**src/rtl/mmcm_drp_sequencer_pkg.sv**
```systemverilog
// Shared types for the MMCM DRP reprogramming sequencer: FSM states,
// error codes, DRP widths and the table entry layout.
package mmcm_drp_sequencer_pkg;

  localparam int DRP_AW = 7;
  localparam int DRP_DW = 16;

  typedef enum logic [3:0] {
    S_IDLE,
    S_RST_HOLD,
    S_RD,
    S_RD_WAIT,
    S_WR,
    S_WR_WAIT,
    S_RELEASE,
    S_LOCK_WAIT,
    S_DONE
  } state_t;

  typedef enum logic [1:0] {
    ERR_NONE = 2'd0,
    ERR_DRDY = 2'd1,
    ERR_LOCK = 2'd2
  } err_t;

  // 39-bit table entry: mask bit 1 keeps the live DRP bit, 0 takes data
  typedef struct packed {
    logic [DRP_AW-1:0] addr;
    logic [DRP_DW-1:0] data;
    logic [DRP_DW-1:0] mask;
  } tbl_entry_t;

  function automatic logic [DRP_DW-1:0] drp_merge(input logic [DRP_DW-1:0] cur,
                                                  input tbl_entry_t e);
    return (cur & e.mask) | (e.data & ~e.mask);
  endfunction

endpackage

```
**src/rtl/mmcm_drp_sequencer_table.sv**
```systemverilog
// Host-loaded DRP entry table: one write port, one asynchronous read port.
// Contents are deliberately not reset.
module mmcm_drp_sequencer_table
  import mmcm_drp_sequencer_pkg::*;
#(
  parameter  int pNUM_ENTRIES = 8,
  localparam int IW           = $clog2(pNUM_ENTRIES)
) (
  input  logic          clk_usb,
  input  logic          we_i,
  input  logic [IW-1:0] widx_i,
  input  tbl_entry_t    wdata_i,
  input  logic [IW-1:0] ridx_i,
  output tbl_entry_t    rdata_o
);

  tbl_entry_t mem_q [pNUM_ENTRIES];

  // write port
  always_ff @(posedge clk_usb) begin
    if (we_i) mem_q[widx_i] <= wdata_i;
  end

  assign rdata_o = mem_q[ridx_i];

endmodule

```
**src/rtl/mmcm_drp_sequencer.sv**
```systemverilog
// Atomic MMCM reprogramming: hold reset, read-modify-write each table entry
// over DRP, release reset, then wait for a synchronized lock.
module mmcm_drp_sequencer
  import mmcm_drp_sequencer_pkg::*;
#(
  parameter  int pNUM_ENTRIES  = 8,
  parameter  int pRST_HOLD     = 16,
  parameter  int pDRDY_TIMEOUT = 64,
  parameter  int pLOCK_TIMEOUT = 65535,
  localparam int IW            = $clog2(pNUM_ENTRIES)
) (
  input  logic              clk_usb,
  input  logic              reset_n,
  input  logic              tbl_we,
  input  logic [IW-1:0]     tbl_idx,
  input  logic [DRP_AW-1:0] tbl_addr,
  input  logic [DRP_DW-1:0] tbl_data,
  input  logic [DRP_DW-1:0] tbl_mask,
  input  logic [IW:0]       cfg_count,
  input  logic              start,
  output logic              busy,
  output logic              done,
  output logic              error,
  output logic [1:0]        err_code,
  output logic              mmcm_rst_o,
  input  logic              mmcm_locked_i,
  output logic [DRP_AW-1:0] drp_addr,
  output logic              drp_den,
  output logic              drp_dwe,
  output logic [DRP_DW-1:0] drp_din,
  input  logic [DRP_DW-1:0] drp_dout,
  input  logic              drp_drdy
);

  localparam logic [31:0] HOLD_LAST = 32'(pRST_HOLD - 1);
  localparam logic [31:0] DRDY_LAST = 32'(pDRDY_TIMEOUT - 1);
  localparam logic [31:0] LOCK_LAST = 32'(pLOCK_TIMEOUT - 1);
  localparam logic [IW:0] NUM_MAX   = (IW+1)'(pNUM_ENTRIES);

  state_t            state_q, state_d;
  logic [31:0]       cnt_q;
  logic [IW:0]       idx_q, num_q, idx_nxt, num_clamped;
  logic [DRP_DW-1:0] rdat_q;
  err_t              err_q;
  logic [1:0]        sync_q;
  logic              lprev_q, rst_q, done_q;
  logic              locked_s, lock_ok, drdy_to, lock_to;
  tbl_entry_t        ent;

  mmcm_drp_sequencer_table #(.pNUM_ENTRIES(pNUM_ENTRIES)) u_table (
    .clk_usb (clk_usb),
    .we_i    (tbl_we && (state_q == S_IDLE)),
    .widx_i  (tbl_idx),
    .wdata_i ('{addr: tbl_addr, data: tbl_data, mask: tbl_mask}),
    .ridx_i  (idx_q[IW-1:0]),
    .rdata_o (ent)
  );

  assign locked_s    = sync_q[1];
  // both lock samples must fall inside LOCK_WAIT, hence cnt_q != 0
  assign lock_ok     = locked_s && lprev_q && (cnt_q != '0);
  assign idx_nxt     = idx_q + 1'b1;
  assign num_clamped = (cfg_count > NUM_MAX) ? NUM_MAX : cfg_count;
  assign drdy_to     = ((state_q == S_RD_WAIT) || (state_q == S_WR_WAIT)) &&
                       !drp_drdy && (cnt_q == DRDY_LAST);
  assign lock_to     = (state_q == S_LOCK_WAIT) && !lock_ok && (cnt_q == LOCK_LAST);

  // state register
  always_ff @(posedge clk_usb) begin
    if (!reset_n) state_q <= S_IDLE;
    else          state_q <= state_d;
  end

  // next-state logic
  always_comb begin
    state_d = state_q;
    unique case (state_q)
      S_IDLE:      if (start) state_d = S_RST_HOLD;
      S_RST_HOLD:  if (cnt_q == HOLD_LAST) state_d = (num_q == '0) ? S_RELEASE : S_RD;
      S_RD:        state_d = S_RD_WAIT;
      S_RD_WAIT:   if (drp_drdy) state_d = S_WR;
                   else if (drdy_to) state_d = S_DONE;
      S_WR:        state_d = S_WR_WAIT;
      S_WR_WAIT:   if (drp_drdy) state_d = (idx_nxt == num_q) ? S_RELEASE : S_RD;
                   else if (drdy_to) state_d = S_DONE;
      S_RELEASE:   state_d = S_LOCK_WAIT;
      S_LOCK_WAIT: if (lock_ok || lock_to) state_d = S_DONE;
      S_DONE:      state_d = S_IDLE;
      default:     state_d = S_IDLE;
    endcase
  end

  // counters, datapath, error flags, lock synchronizer and registered outputs
  always_ff @(posedge clk_usb) begin
    if (!reset_n) begin
      cnt_q   <= '0;
      idx_q   <= '0;
      num_q   <= '0;
      rdat_q  <= '0;
      err_q   <= ERR_NONE;
      sync_q  <= '0;
      lprev_q <= 1'b0;
      rst_q   <= 1'b0;
      done_q  <= 1'b0;
    end else begin
      sync_q  <= {sync_q[0], mmcm_locked_i};
      lprev_q <= locked_s;
      cnt_q   <= ((state_d != state_q) || (state_q == S_IDLE)) ? '0 : cnt_q + 32'd1;
      // registered so the MMCM reset never glitches on state decode
      rst_q   <= state_d inside {S_RST_HOLD, S_RD, S_RD_WAIT, S_WR, S_WR_WAIT};
      // done lands in the first IDLE cycle, together with busy falling
      done_q  <= (state_q == S_DONE);
      if ((state_q == S_IDLE) && start) begin
        idx_q <= '0;
        num_q <= num_clamped;
        err_q <= ERR_NONE;
      end
      if ((state_q == S_RD_WAIT) && drp_drdy) rdat_q <= drp_dout;
      if ((state_q == S_WR_WAIT) && drp_drdy) idx_q  <= idx_nxt;
      if (drdy_to) err_q <= ERR_DRDY;
      if (lock_to) err_q <= ERR_LOCK;
    end
  end

  // output decode: DRP bus is zero except during the single den cycle
  always_comb begin
    busy     = (state_q != S_IDLE);
    drp_den  = 1'b0;
    drp_dwe  = 1'b0;
    drp_addr = '0;
    drp_din  = '0;
    unique case (state_q)
      S_RD: begin
        drp_den  = 1'b1;
        drp_addr = ent.addr;
      end
      S_WR: begin
        drp_den  = 1'b1;
        drp_dwe  = 1'b1;
        drp_addr = ent.addr;
        drp_din  = drp_merge(rdat_q, ent);
      end
      default: ;
    endcase
  end

  assign done       = done_q;
  assign mmcm_rst_o = rst_q;
  assign error      = (err_q != ERR_NONE);
  assign err_code   = err_q;

endmodule

```
**config.mk**
```make
export PLATFORM = sky130hd
export DESIGN_NAME = mmcm_drp_sequencer
export DESIGN_NICKNAME = d
export VERILOG_FILES = /design/src/rtl/mmcm_drp_sequencer_pkg.sv /design/src/rtl/mmcm_drp_sequencer_table.sv /design/src/rtl/mmcm_drp_sequencer.sv
export SDC_FILE = /design/constraint.sdc
export NUM_CORES = 1
export LEC_CHECK = 0
export ABC_AREA = 1
export BUFFER_PORTS_ARGS = -buffer_cell sky130_fd_sc_hd__buf_2
export CORE_MARGIN = 2
export CORE_UTILIZATION = 40
export DETAILED_ROUTE_END_ITERATION = 10
export GPL_ROUTABILITY_DRIVEN = 0
export PLACE_DENSITY_LB_ADDON = 0.25
export SLEW_MARGIN = 20
export SYNTH_ARGS = -nofsm -noshare
export SYNTH_HDL_FRONTEND = slang
export SYNTH_HIERARCHICAL = 1
export SYNTH_SLANG_ARGS = --single-unit
```
**constraint.sdc**
```tcl
create_clock -name clk_usb -period 2.9 [get_ports clk_usb]
set_input_delay 0.145 -clock clk_usb [delete_from_list [all_inputs] [get_ports clk_usb]]
set_output_delay 0.145 -clock clk_usb [all_outputs]
set_load 0.01 [all_outputs]
```
======== Word level (Yosys, flattened, before mapping) ========
Memory sizes are Yosys's and may differ from the RTL's. A register that Yosys moved wholly into a read port is not among the register bits.
Index checks and enable logic that the tools add are counted.
storage, ports and cells
  bits in registers ....................... 67
  bits in writable memories ............... 312
  input port bits ......................... 68
  output and inout bits ................... 31
  logic and storage cells ................. 88
  memories ................................ 1
cells by class
  add/sub/neg operators ................... 2
  order comparisons ....................... 1
  equality and inequality tests ........... 18
  mux-type cells .......................... 23
  bitwise logic cells ..................... 5
  reduce and logical (&&, ||, !) cells .... 27
memories
  memory         words  bits a word  read ports  clocked after memory_dff  write ports  RTL line                        RTL
  u_table.mem_q  8      39           1           1                         1            mmcm_drp_sequencer_table.sv:17  tbl_entry_t mem_q [pNUM_ENTRIES];
operators with widths
  kind                                                               number
  4-bit two-way mux                                                  9
  32-bit by 1-bit adder with 32-bit output, second input constant    1
  16-bit bitwise AND                                                 2
  32-bit by 16-bit == test with 1-bit output, second input constant  1
  32-bit by 4-bit == test with 1-bit output, second input constant   1
  32-bit by 6-bit == test with 1-bit output, second input constant   1
  4-bit case mux with 8 select lines                                 1
  32-bit nonzero test                                                1
  4-bit by 3-bit == test with 1-bit output, second input constant    6
  4-bit by 2-bit == test with 1-bit output, second input constant    4
  16-bit two-way mux                                                 1
  16-bit inverter                                                    1
  16-bit bitwise OR                                                  1
  3-bit two-way mux                                                  4
  1-bit logical AND                                                  10
  4-bit by 1-bit == test with 1-bit output, second input constant    2
  4-bit zero test                                                    2
  7-bit two-way mux                                                  1
  2-bit two-way mux                                                  3
  2-bit nonzero test                                                 3
  2-bit OR reduction                                                 3
  5-bit nonzero test                                                 1
  4-bit by 1-bit adder with 4-bit output, second input constant      1
  4-bit == test                                                      1
  other kinds (9)                                                    15

======== Depth between registers and ports, before layout ========
Gate-level depths: netlist of the first run.
  word-level depth ........................ 11
  gate-level depth with buffers ........... 18
  depth with buffers taken out ............ 16

======== Modules after synthesis ========
The synthesis of the first run kept the hierarchy.
modules (own cells, without submodules)
  module                    times used  cells each  area each (sq um)  seq. area each (sq um)
  mmcm_drp_sequencer_table  1           1,366       13,590.5           9,369.0
  mmcm_drp_sequencer        1           529         3,679.8            1,341.3

======== Worst setup path after synthesis of the first run ========
OpenSTA, ideal clock, no wires.
  kind .................................... register to register
  from .................................... reg state_q[0]
  to ...................................... mem u_table/mem_q[1][0] (netlist name), enable pin
  setup time .............................. 436 ps
  arrival ................................. 2,706 ps
  data required time ...................... 2,464 ps
  path slack .............................. -242 ps
  stages on the path, launching flop included .. 7
  path buffers ............................ 1
  clock period less this slack ............ 3,142 ps
  cell sequence ........................... dfxtp_1 buf_2 nor2_2 nand2_1 nor2_1 nand2_1 nor2_1
between the ends
  word-level cells in the longest chain between the ends .. 4
RTL lines
  what                                     RTL line                        RTL
  start, declared                          mmcm_drp_sequencer.sv:40        state_t state_q, state_d;
  start signal, assigned                   mmcm_drp_sequencer.sv:71        else state_q <= state_d;
  4-bit zero test                          mmcm_drp_sequencer.sv:52        .we_i (tbl_we && (state_q == S_IDLE)),
  1-bit logical AND                        mmcm_drp_sequencer.sv:52
  1-bit two-way mux                        mmcm_drp_sequencer_table.sv:21  if (we_i) mem_q[widx_i] <= wdata_i;
  1-bit two-way mux (not written as such)  mmcm_drp_sequencer_table.sv:21
  end, declared                            mmcm_drp_sequencer_table.sv:17
Every way passes these cells.

==> results.txt, run 1 <==
The flow ran to the end, and the final reports show no timing, DRC or antenna violations. The warning count from the yosys run came out at 6. TritonCTS built the clock tree.

The net count of the finished layout is 2,141. The synthesized instance count came out at roughly 1,900. The peak fanout along the critical path came out at 70. Ranked by total cell area, the synthesized netlist is headed by edfxtp_1 54%, nand2_1 13%, inv_1 8.3%.

The largest area contributor in the netlist is edfxtp_1. The global-route total usage across every layer came out at between 10% and 20%. In this run the critical register-to-register path is captured at cnt_q[1].

The power density normalized to cell area came out at 547 nW/um^2. The final cycle utilization of the critical path is 93.8%. The die is around 210 um tall. The critical path is of the reg -> out type. The fmax is roughly 370 MHz. The final setup skew came out at between 0.015 and 0.02 ns.

The first global-routing pass estimated 65,300 um of wire. The number of buffers and inverters on the critical path is 3. In this run the critical register-to-register path is launched from state_q[0]. The cell area after placement is 18,600 um^2.

The transition time at the pin with the least slew margin is 0.677 ns. Traced cell by cell, the critical path runs through inv_4 > buf_12 > nand2_1 > nand3_1 > nand2_1 > nand2_1 > nand2_1 > mux2i_1 > nor2_1 > buf_2. Detailed placement ended at an HPWL of 25,600 um. The number of DRC markers after the initial detailed-route iteration came out at 711.

The number of buffers created by CTS is 42. The largest voltage drop on the vdd net came out at approximately 0.45 mV. Row generation in the floorplan step produced 76 rows.

The worst min-delay path category is in -> reg. The max-slew headroom at the worst pin came out at between 50% and 60%. The sequential share of the synthesized area came out at 62.0%. The top cell family by delay on the critical path is buffers and inverters. The max-slew violation total from the final report is 0. Counting along the longest clock path gives a buffer depth of 3. In the final routed layout, each cell accounts on average for 15.6 um.

Among all stages on the critical path, the largest delay is contributed by dfxtp_4. The initial antenna violation count was 3. The area growth from synthesis to layout is 18.5%. The critical path launch point type is a flip-flop.

The total core area is ~43,000 um^2. The maximum number of pins on one net before global-route repair came out at 133. Setup violations remaining at the end of the flow were counted as 0. The type of element capturing the critical path is an output port.

STA puts the critical path data required time at between 2 and 3 ns. The slack of the worst reg-to-reg path is ~0.32 ns. The total nets after synthesis is ~2,000.

The number of hold violations in the final report came to 0. The number of different library cells in the post-synthesis netlist came out at 33. The sum of routed wire length over all layers came out at 41,800 um. In the layout the commonest cells are 615 x nand2_1, 381 x inv_1, 312 x edfxtp_1. Cells fill 47.7% of the core in the end.

The DRC violations left came out at 0. The number of ports placed on the die boundary came out at 99. The minimum period implied by the final worst setup slack is 2.72 ns. The number of clock sinks seen by CTS is 379.

STA puts the critical path data arrival time at approximately 2.6 ns. Counting the fill cells in the layout gives 4,009. The depth of the worst register-to-register path is 13. The total of max-cap violations is 0. The most common cell after layout, fill and taps aside is nand2_1.

The most frequent cell on the critical path is nand2_1. The layout cell share with drive strength beyond 1 is around an eighth. The total power of the final layout is about 11 mW.

The overall die width came out at 212 um. The via count of the first global-routing pass is ~12,000. For hold timing, the worst endpoint is rdat_q[13]. Setup repair after global routing left no endpoint under its margin. The leakage power figure is 9.16 nW. The via density per instance came out at 4.64. The top cell type by area accounts for 54.2% of the synthesized area.

The peak per-stage delay on the critical path came out at between 0.4 and 0.5 ns. The tree is rooted in a clkbuf_16. The cell depth of the worst hold path is 4.

The H-tree generated during clock tree synthesis spans 2 levels. For this configuration, the core starts out at a cell density of about two fifths. The detailed-router iteration count before antenna repair is 5. The flip-flop and latch count after synthesis came out at around 380. The count of buffers inserted at the top-level ports came out at 98. The full die area came out at between 40,000 and 50,000 um^2. Clock-pin slew was measured on the worst setup and hold paths at 0.06 ns. The average instance area after synthesis is roughly 9 um^2. The combined area of all synthesized cells is 17,300 um^2.

The post-route cell area is about 20,000 um^2. Clock latency on the worst-skew pair, taken at its later pin, is 0.56 ns. The number of vias after detailed routing came out at 12,500. The global-route congestion overflow total is 0. The number of nets with antenna violations after detailed routing is 0. In this run the most critical hold path is launched from drp_drdy.
report_power, final:
group | switching [mW] | internal (mW) | leakage [nW]
clock | 2.09 | 2.69 | 0.588
combinational | 0.253 | 0.153 | 5.21
sequential | 0.0220 | 5.98 | 3.37
layout make-up:
| cell class | instances | area [um^2] | area share, % |
|---|---|---|---|
| sequential | 379 | 10700 | 52.4 |
| multi-input combinational | 1056 | 4800 | 23.5 |
| timing repair buffer | 202 | 1550 | 7.56 |
| inverter | 388 | 1460 | 7.13 |
| clock buffer | 51 | 1110 | 5.41 |
| tap | 585 | 732 | 3.58 |
| clock inverter | 23 | 96.3 | 0.471 |
| antenna | 1 | 2.50 | 0.0122 |
sequential cells by signal, indices dropped and copies added, names as in the netlist, 2 cells and up:
register and cells:
cnt_q 32, err_code 2, idx_q 4, num_q 4
rdat_q 16, state_q 4, sync_q 2, u_table/mem_q 312
layer usage:
metal | share of wire [%] | wire length (um) | track usage [%] | vias to the layer above
met5 | 0.053 | 22 | 0 | -
met2 | 48 | 20000 | 32.4 | 286
met3 | 5.6 | 2320 | 3.47 | 65
met4 | 2.2 | 937 | 5.37 | 4
met1 | 44 | 18500 | 24.8 | 5855
li1 | - | - | - | 6247
worst max-delay path by stage:
stage               startpoint                  end  slack (ns)  cells after the start
floorplan           state_q[0]  u_table/mem_q[5][0]       -0.24                      6
global placement    state_q[0]             cnt_q[0]        0.41                     13
detailed placement  state_q[0]             cnt_q[1]        0.36                     13
CTS                   idx_q[0]           drp_din[0]        0.09                      9
global route          idx_q[0]          drp_din[15]        0.04                     10
finish                idx_q[0]           drp_din[3]        0.18                     10
Yosys cell counts, drive strengths merged:
cell and number:
mux2i 16, xor2 18, nand3 206, ha 4, nor4 1, a211oi 2, a31o 1, o21bai 1
nor2 123, a21oi 27, inv 387, dfxtp 67, o21ai 6, xnor2 12, nor3 10, nand2 618
a31oi 1, nand4 6, buf 52, a22oi 1, o31ai 1, or2 2, clkbuf 20, edfxtp 312
clkinv 1
through the flow:
step                      std cells  worst slack, ns  setup TNS, ns  hold slack, ns
final                          2685            0.180              0          0.0948
after floorplan                1895           -0.242         -65.16           0.243
after CTS                      2683           0.0897              0          0.0487
after global routing           2685           0.0356              0          0.0945
after detailed placement       2544            0.358              0           0.393
after global placement         2544            0.412              0           0.379
tightest hold or removal path, cell delays in order:
cell and delay (ns):
buf_2 0.10, buf_4 0.19, nand3_1 0.10, a21oi_1 0.06
cells by family (layout without fill, tap and decap cells):
| group | Yosys count | after routing | synth area share [%] |
|---|---|---|---|
| other cells | 0 | 1 | 0 |
| fa+ha+maj | 4 | 4 | 0.290 |
| simple gates | 966 | 966 | 23.4 |
| xor+xnor | 30 | 30 | 1.52 |
| flops | 379 | 379 | 62.0 |
| compound gates | 40 | 40 | 1.26 |
| mux | 16 | 16 | 0.927 |
| buf+inv | 460 | 664 | 10.5 |
timing repair:
action                     4_1_cts  5_1_grt
setup endpoints to repair        0        2
hold endpoints to repair       339        0
hold buffers                    65        0
setup buffers                    0        0
resized for setup                0        1
Power figures use the tool's default switching activity.
==> run 2: changes to the inputs <==
==> constraint.sdc (replaced) <==
create_clock -name clk_usb -period 2.9 [get_ports clk_usb]
set_input_delay 0.435 -clock clk_usb [delete_from_list [all_inputs] [get_ports clk_usb]]
set_output_delay 0.435 -clock clk_usb [all_outputs]
set_load 0.01 [all_outputs]
==> run 2 against run 1 <==
  * Non-clock buffer count shrank 63
  * Cell count shrank 2.2%
  * Via count shrank 2.5%
  * Sequential share of layout area grew 0.82 points
  * Critical path depth shrank 1
  * Routed wire length grew 0.98%
  * Register-to-register slack gained 0.14 ns
  * Largest power group unchanged
  * Highest routed layer unchanged
==> results.txt, run 2 (synthesis results as in run 1) <==
The routed design could run at a clock period as short as 2.77 ns. Hold repair after CTS inserted 0 buffers. Setup violations remaining at the end of the flow were counted as 0. The number of nets at the end of the flow came out at between 2,000 and 2,500. Once layout is complete, the utilization of the core stands at 47.0%. The sum of routed wire length over all layers came out at 42,200 um.

STA classifies the critical path startpoint as a flip-flop. The analysis attributes to net switching a power of 2.43 mW. The placed wire-length estimate after detailed placement came out at 25,000 um. The post-route netlist has about an eighth of its cells at a drive strength greater than 1. The max-slew violation total from the final report is 0. The sequential cell fraction of total power is 51.8%.

The via density per instance is 4.62. Setup repair after global routing left no endpoint under its margin. After the first detailed-routing iteration, the DRC count stood at between 900 and 1,000.

At the pin with the least slew margin, the transition time is between 0.5 and 0.6 ns. The clock arrives with 0.0150 ns of skew. The switching part of the total came out at 21.0%. After floorplanning, the core was sized to cover 42,900 um^2. The internal cell power is 9.15 mW. The share of total power dissipated in combinational logic is about 3%. The register with the most flip-flops in the layout has 312 of them. The final critical path takes up 95.4% of the cycle. For this run, global-route usage on met1 was measured as 25.3%. The global-route congestion overflow total came out at 0.

Overall power consumption after layout is estimated at 11.6 mW. The most common cell after layout, fill and taps aside is nand2_1. The met2 track demand over resource came out at between 30% and 40%. The max-slew headroom at the worst pin came out at 65.4%. The total of max-cap violations is 0. Data arrives at the worst endpoint at between 2 and 2.5 ns.

TritonCTS built the clock tree. The largest voltage drop on the vdd net came out at 0.436 mV. Counting flops per register, the top entry is u_table/mem_q.

The post-route cell area came out at slightly above 20,000 um^2. The count of buffers inserted at the top-level ports came out at ~100. The number of buffers created by CTS is 42.

The register area is 10,700 um^2. The peak fanout along the critical path is 27. For this design the ratio of total power to cell area is between 500 and 600 nW/um^2. In this run the core area contains 76 standard-cell rows. The clock reaches the later pin of the worst-skew pair after 0.57 ns. The post-detailed-route wirelength per cell came out at 16.1 um. The clock power share is 45.2%. The peak per-stage delay on the critical path is 0.47 ns.

Global routing consumed, on the met3 layer, 3.56% of the routing resources. The cell area after placement came out at 18,600 um^2. The initial cell density of the core came out at 40.3%.

The die outline height is 212 um. The overall die width came out at 212 um. met2 is the most crowded layer. The clock tree synthesis step divided the H-tree into 2 levels. The DRC violations left came out at 0.

In the final layout, the registers with the most flip-flops are u_table/mem_q: 312 flops, cnt_q: 32 flops, rdat_q: 16 flops. The number of clock sinks seen by CTS came out at approximately 380. The cell family contributing the most delay on the critical path is buffers and inverters. STA classifies the critical path endpoint as an output port. Relative to the synthesized area, the layout overhead comes to 16.7%. The cell that appears most often on the critical path is nand2_1. The critical path contains buffers and inverters numbering 3 combined.

The number of hold violations in the final report was 0. The number of nets with antenna violations after detailed routing came out at 0. Clock-pin slew was measured on the worst setup and hold paths at 0.06 ns. The initial antenna violation count was 6. The full die area is 44,900 um^2. The largest buffer count on any clock path is 3. In the layout the commonest cells are 615 x nand2_1, 381 x inv_1, 312 x edfxtp_1. The slack of the worst reg-to-reg path came out at 0.46 ns.

Clock tree synthesis selected as its root buffer the cell clkbuf_16. The first-pass GRT wire length came out at 65,600 um. In the global route stage, overall resource usage came out at 19.2%.

99 I/O pins were placed. The leakage power figure is 9.05 nW. Before antenna repair, the detailed router went through 5 iterations. The run finished with clean final reports. The critical path data required time came out at 2.47 ns. The fmax is approximately 360 MHz. The critical path goes through buf_8 > buf_4 > nand3_1 > nand2_1 > nand2_1 > nand2_1 > mux2i_1 > nor2_1 > buf_2.

The via count of the first global-routing pass is between 10,000 and 15,000. By startpoint and endpoint, the worst setup path is classified as reg -> out. The area taken by multi-input logic gates is 4800 um^2.

Across all layers, the routed design uses 12,100 vias. The final-layout fill cell count came out at between 4,000 and 5,000. Entering global routing, the biggest net connects 93 pins. The worst min-delay path category is in -> reg. For this design, the slowest cell found on the critical path is dfxtp_4.
## run 2: per-stage QoR
step	hold slack (ns)	cells	setup slack (ns)	TNS, ns
global placement	0.394	2542	0.520	0
floorplan	0.390	1895	-0.242	-65.16
detailed placement	0.400	2542	0.454	0
finish	0.104	2627	0.133	0
global route	0.107	2624	0.0166	0
CTS	0.0760	2620	-0.0716	-0.443
## run 2: final cells by class
| cell class | instances | area share, % |
|---|---|---|
| Tap cell | 585 | 3.63 |
| Timing Repair Buffer | 139 | 5.30 |
| Clock inverter | 28 | 1.26 |
| Sequential cell | 379 | 53.2 |
| Clock buffer | 49 | 5.45 |
| Antenna cell | 3 | 0.0373 |
| Multi-Input combinational cell | 1056 | 23.8 |
| Inverter | 388 | 7.29 |
## run 2: worst paths after layout
| kind | startpoint | end | depth (start not counted) |
|---|---|---|---|
| setup reg to reg | state_q[0] | cnt_q[0] | 16 |
| hold / removal | mmcm_locked_i | sync_q[0] | 3 |
| setup / recovery | idx_q[1] | drp_din[11] | 9 |
| hold reg to reg | sync_q[0] | sync_q[1] | 2 |
## run 2: worst min-delay path: stages
cell,delay [ns]
buf_2,0.10
nand2_1,0.05
inv_1,0.04
## run 2: per-layer routing
| metal | routed length (um) | vias up | part of all wire (%) |
|---|---|---|---|
| li1 | - | 6129 | - |
| met1 | 18500 | 5615 | 44 |
| met2 | 19900 | 325 | 47 |
| met3 | 2700 | 73 | 6.4 |
| met4 | 1030 | 6 | 2.4 |
| met5 | 40 | - | 0.095 |
## run 2: timing repair
item                                    CTS  global route
endpoints found under the hold margin     0             0
cloned                                    1             1
setup buffers                             0             3
resized for setup                         3            15
endpoints found under the setup margin   16            22
## run 2: power by group through the flow
stage | clock [mW] | sequential (mW) | combinational, mW
after floorplan | 0 | 6.12 | 0.156
after global placement | 0 | 6.11 | 0.342
after detailed placement | 0 | 6.12 | 0.349
after CTS | 5.35 | 6.00 | 0.351
after global routing | 5.56 | 6.00 | 0.386
final | 5.24 | 6.00 | 0.344
==> run 3: changes to the inputs <==
- ABC_AREA: 1 -> not set
- PLACE_DENSITY: not set -> 0.58
- PLACE_DENSITY_LB_ADDON: 0.25 -> not set
==> run 3 against run 2 <==
  * Critical path depth decreased by 2
  * Sequential cell count did not move
  * Setup slack got worse by 0.13 ns
  * Synthesized cell count is 54% lower
==> results.txt, run 3 <==
The clock passes through at most 3 buffers. The biggest area contributor in the post-synthesis netlist is edfxtp_1. The global-route total usage across every layer came out at 16.9%. The tightest min-delay check is of the in -> reg type. Summing every instance area after synthesis gives 15,400 um^2. The most used flip-flop cell after synthesis is edfxtp_1.

The arrival time at the worst endpoint is between 2 and 2.5 ns. The later-pin clock latency in the skew report came out at between 0.5 and 0.6 ns. The fmax came out at 345 MHz.

The count of buffers inserted at the top-level ports is 98. The number of levels the H-tree was split into is 2. The leakage power figure is 6.10 nW. The number of synthesized flops with an enable pin is between 300 and 400.

The run finished with clean final reports. The global-route congestion overflow total is 0. The layout cell share with drive strength beyond 1 came out at 32.6%. From synthesis to final layout, the design area changed by 19.6%. The count of standard-cell rows is roughly 70. The max-slew violation total from the final report came to 0. The tool flagged a number of max-cap violations equal to 0. The final setup skew came out at 0.0129 ns.

The number of buffers created by CTS came out at 41. In the final design database the tool counted ~1,100 nets. The synthesized instance count came out at 880.

The peak fanout along the critical path is 7. Setup repair after global routing could not meet its margin everywhere. The critical path goes through buf_12 > buf_12 > mux4_2 > mux2_4 > mux2i_1 > nor2_1 > buf_2.

Synthesis produced a netlist with a net count of 952. After synthesis, the netlist uses 50 different library cells. The critical path launch point type is a flip-flop. The number of DRC markers after the initial detailed-route iteration is around 560. The initial antenna violation count came out at 6. The most frequent cell on the critical path is buf_12.

The slack of the critical path came out at 0.00420 ns. Data on the critical path is required at its endpoint by 2.47 ns. The number of buffers inserted by hold repair at cts is 0. Headroom to the max-slew limit came out at 46.5%. The die outline height is 200 um. For this design, the sink count on the clock tree is 379.

The most common cell after layout, fill and taps aside is edfxtp_1. For this run, design rule violations remaining after detail routing come to 0. In the final layout, the registers with the most flip-flops are u_table/mem_q: 312 flops, cnt_q: 32 flops, rdat_q: 16 flops. The maximum number of pins on one net before global-route repair came out at 35. Ranked by total cell area, the synthesized netlist is headed by edfxtp_1 61%, mux4_2 11%, dfxtp_1 8.7%. The first-pass GRT wire length is 50,000 um. The warning count from the yosys run came out at 6. The number of nets with antenna violations after detailed routing is 0. The transition time at the pin with the least slew margin came out at 0.796 ns. The number of flip-flops in the largest register came out at 312. Counting flops per register, the top entry is u_table/mem_q. The full die area came out at 40,000 um^2. The clock transition time at the flip-flop clock pins of the worst setup and hold paths is 0.06 ns.

The type of element capturing the critical path is an output port. For this design the ratio of total power to cell area is 613 nW/um^2. Counting instances in the post-synthesis netlist gives the leading cell types as 312 x edfxtp_1, 78 x mux4_2, 67 x dfxtp_1, 56 x nand2_1, 42 x nor3_1. The fraction of synthesis flops using an asynchronous set or reset pin came out at 0%. The number of ports placed on the die boundary is 99. The worst setup path is of the reg -> out kind. The top cell types in the final layout, fill and taps aside, are 312 x edfxtp_1, 95 x buf_2, 78 x mux4_2. The overall die width came out at ~200 um. The routed layout has 8,288 vias. The combined buffer and inverter count along the critical path is 3. The flip-flop and latch count after synthesis is 379. The placed wire-length estimate after detailed placement came out at 20,400 um.

The sum of routed wire length over all layers came out at ~33,000 um. The detailed-router iteration count before antenna repair is 5. Sequential cells were found to cover 69.7% of the synthesized design area. VDD sags by at most 0.348 mV. The total core area is roughly 38,000 um^2. After layout, the minimum clock period comes to ~2.9 ns. The cell with the largest stage delay on the worst path is mux4_2. The final sum of negative setup slack is 0 ns. The initial cell density of the core came out at 40.7%. The final cycle utilization of the critical path came out at ~100%. Prior to clock tree synthesis, the placed netlist has a worst setup slack of 0.260 ns. The total setup violations reported at the end of the flow came out at 0. The average instance area after synthesis is roughly 17 um^2. In the final routed layout, each cell accounts on average for 21.1 um. The cell at the root of the clock tree is clkbuf_16. TritonCTS built the clock tree. The peak per-stage delay on the critical path came out at 0.48 ns. The top cell family by delay on the critical path is multiplexers. The number of hold violations in the final report is 0. The proportion of netlist area held by the largest area contributor came out at 61.0%.

The via count of the first global-routing pass is 8,400. By instance count, the leading cell after synthesis is edfxtp_1. The via density per instance is 5.24.
==> run 3: logic make-up after synthesis <==
family                     after synthesis  synth area share, %
AOI/OAI and AO/OA                       48                 2.36
xor gates and xnor gates                37                 2.11
adders and majority gates                4                0.326
buffers and inverters                   46                 1.74
DFF                                    379                 69.7
muxes                                  133                 15.8
and+or+nand+nor                        233                 7.89
==> run 3: final timing paths <==
kind,cells past startpoint,start,slack (ns),end
setup / recovery,7,idx_q[0],0.004,drp_din[0]
hold / removal,2,mmcm_locked_i,0.10,sync_q[0]
setup reg to reg,9,cnt_q[0],0.29,cnt_q[27]
hold reg to reg,1,sync_q[0],0.44,sync_q[1]
==> run 3: stage by stage <==
step	instance area, um^2	hold slack (ns)	cells	total power [mW]	utilization, %
after floorplan	15400	0.412	880	6.25	-
after global placement	16800	0.430	1491	6.42	44.4
after detailed placement	16800	0.426	1491	6.43	44.4
after CTS	18300	0.0841	1577	11.4	48.3
after global routing	18400	0.108	1581	11.6	48.6
final	18400	0.105	1581	11.3	48.6
==> run 3: area by class of cell <==
type / instances / area [um^2]
fill: 3157 / 19400
sequential: 379 / 10700
multi-input combinational: 455 / 4490
timing repair buffer: 155 / 1210
clock buffer: 55 / 1120
tap: 511 / 639
clock inverter: 20 / 160
inverter: 5 / 18.8
antenna: 1 / 2.50
==> run 3: timing repair <==
item,in CTS,in global routing
gates cloned,2,1
pin swaps,1,5
gates resized for setup,13,19
setup endpoints to repair,23,23
setup buffers,9,2
==> run 3: per-layer routing <==
metal	routed length [um]	up-vias	global-route usage [%]
li1	-	3813	-
met4	516	8	4.61
met1	14900	4254	22.7
met2	16300	165	28.3
met3	1560	48	3.29
met5	42	-	0
==> run 3: report_power, final <==
part | leakage [nW] | switching (mW) | internal (mW) | total (mW)
combinational | 2.11 | 0.197 | 0.110 | 0.308
sequential | 3.37 | 0.0250 | 5.98 | 6.00
clock | 0.622 | 2.05 | 2.89 | 4.95
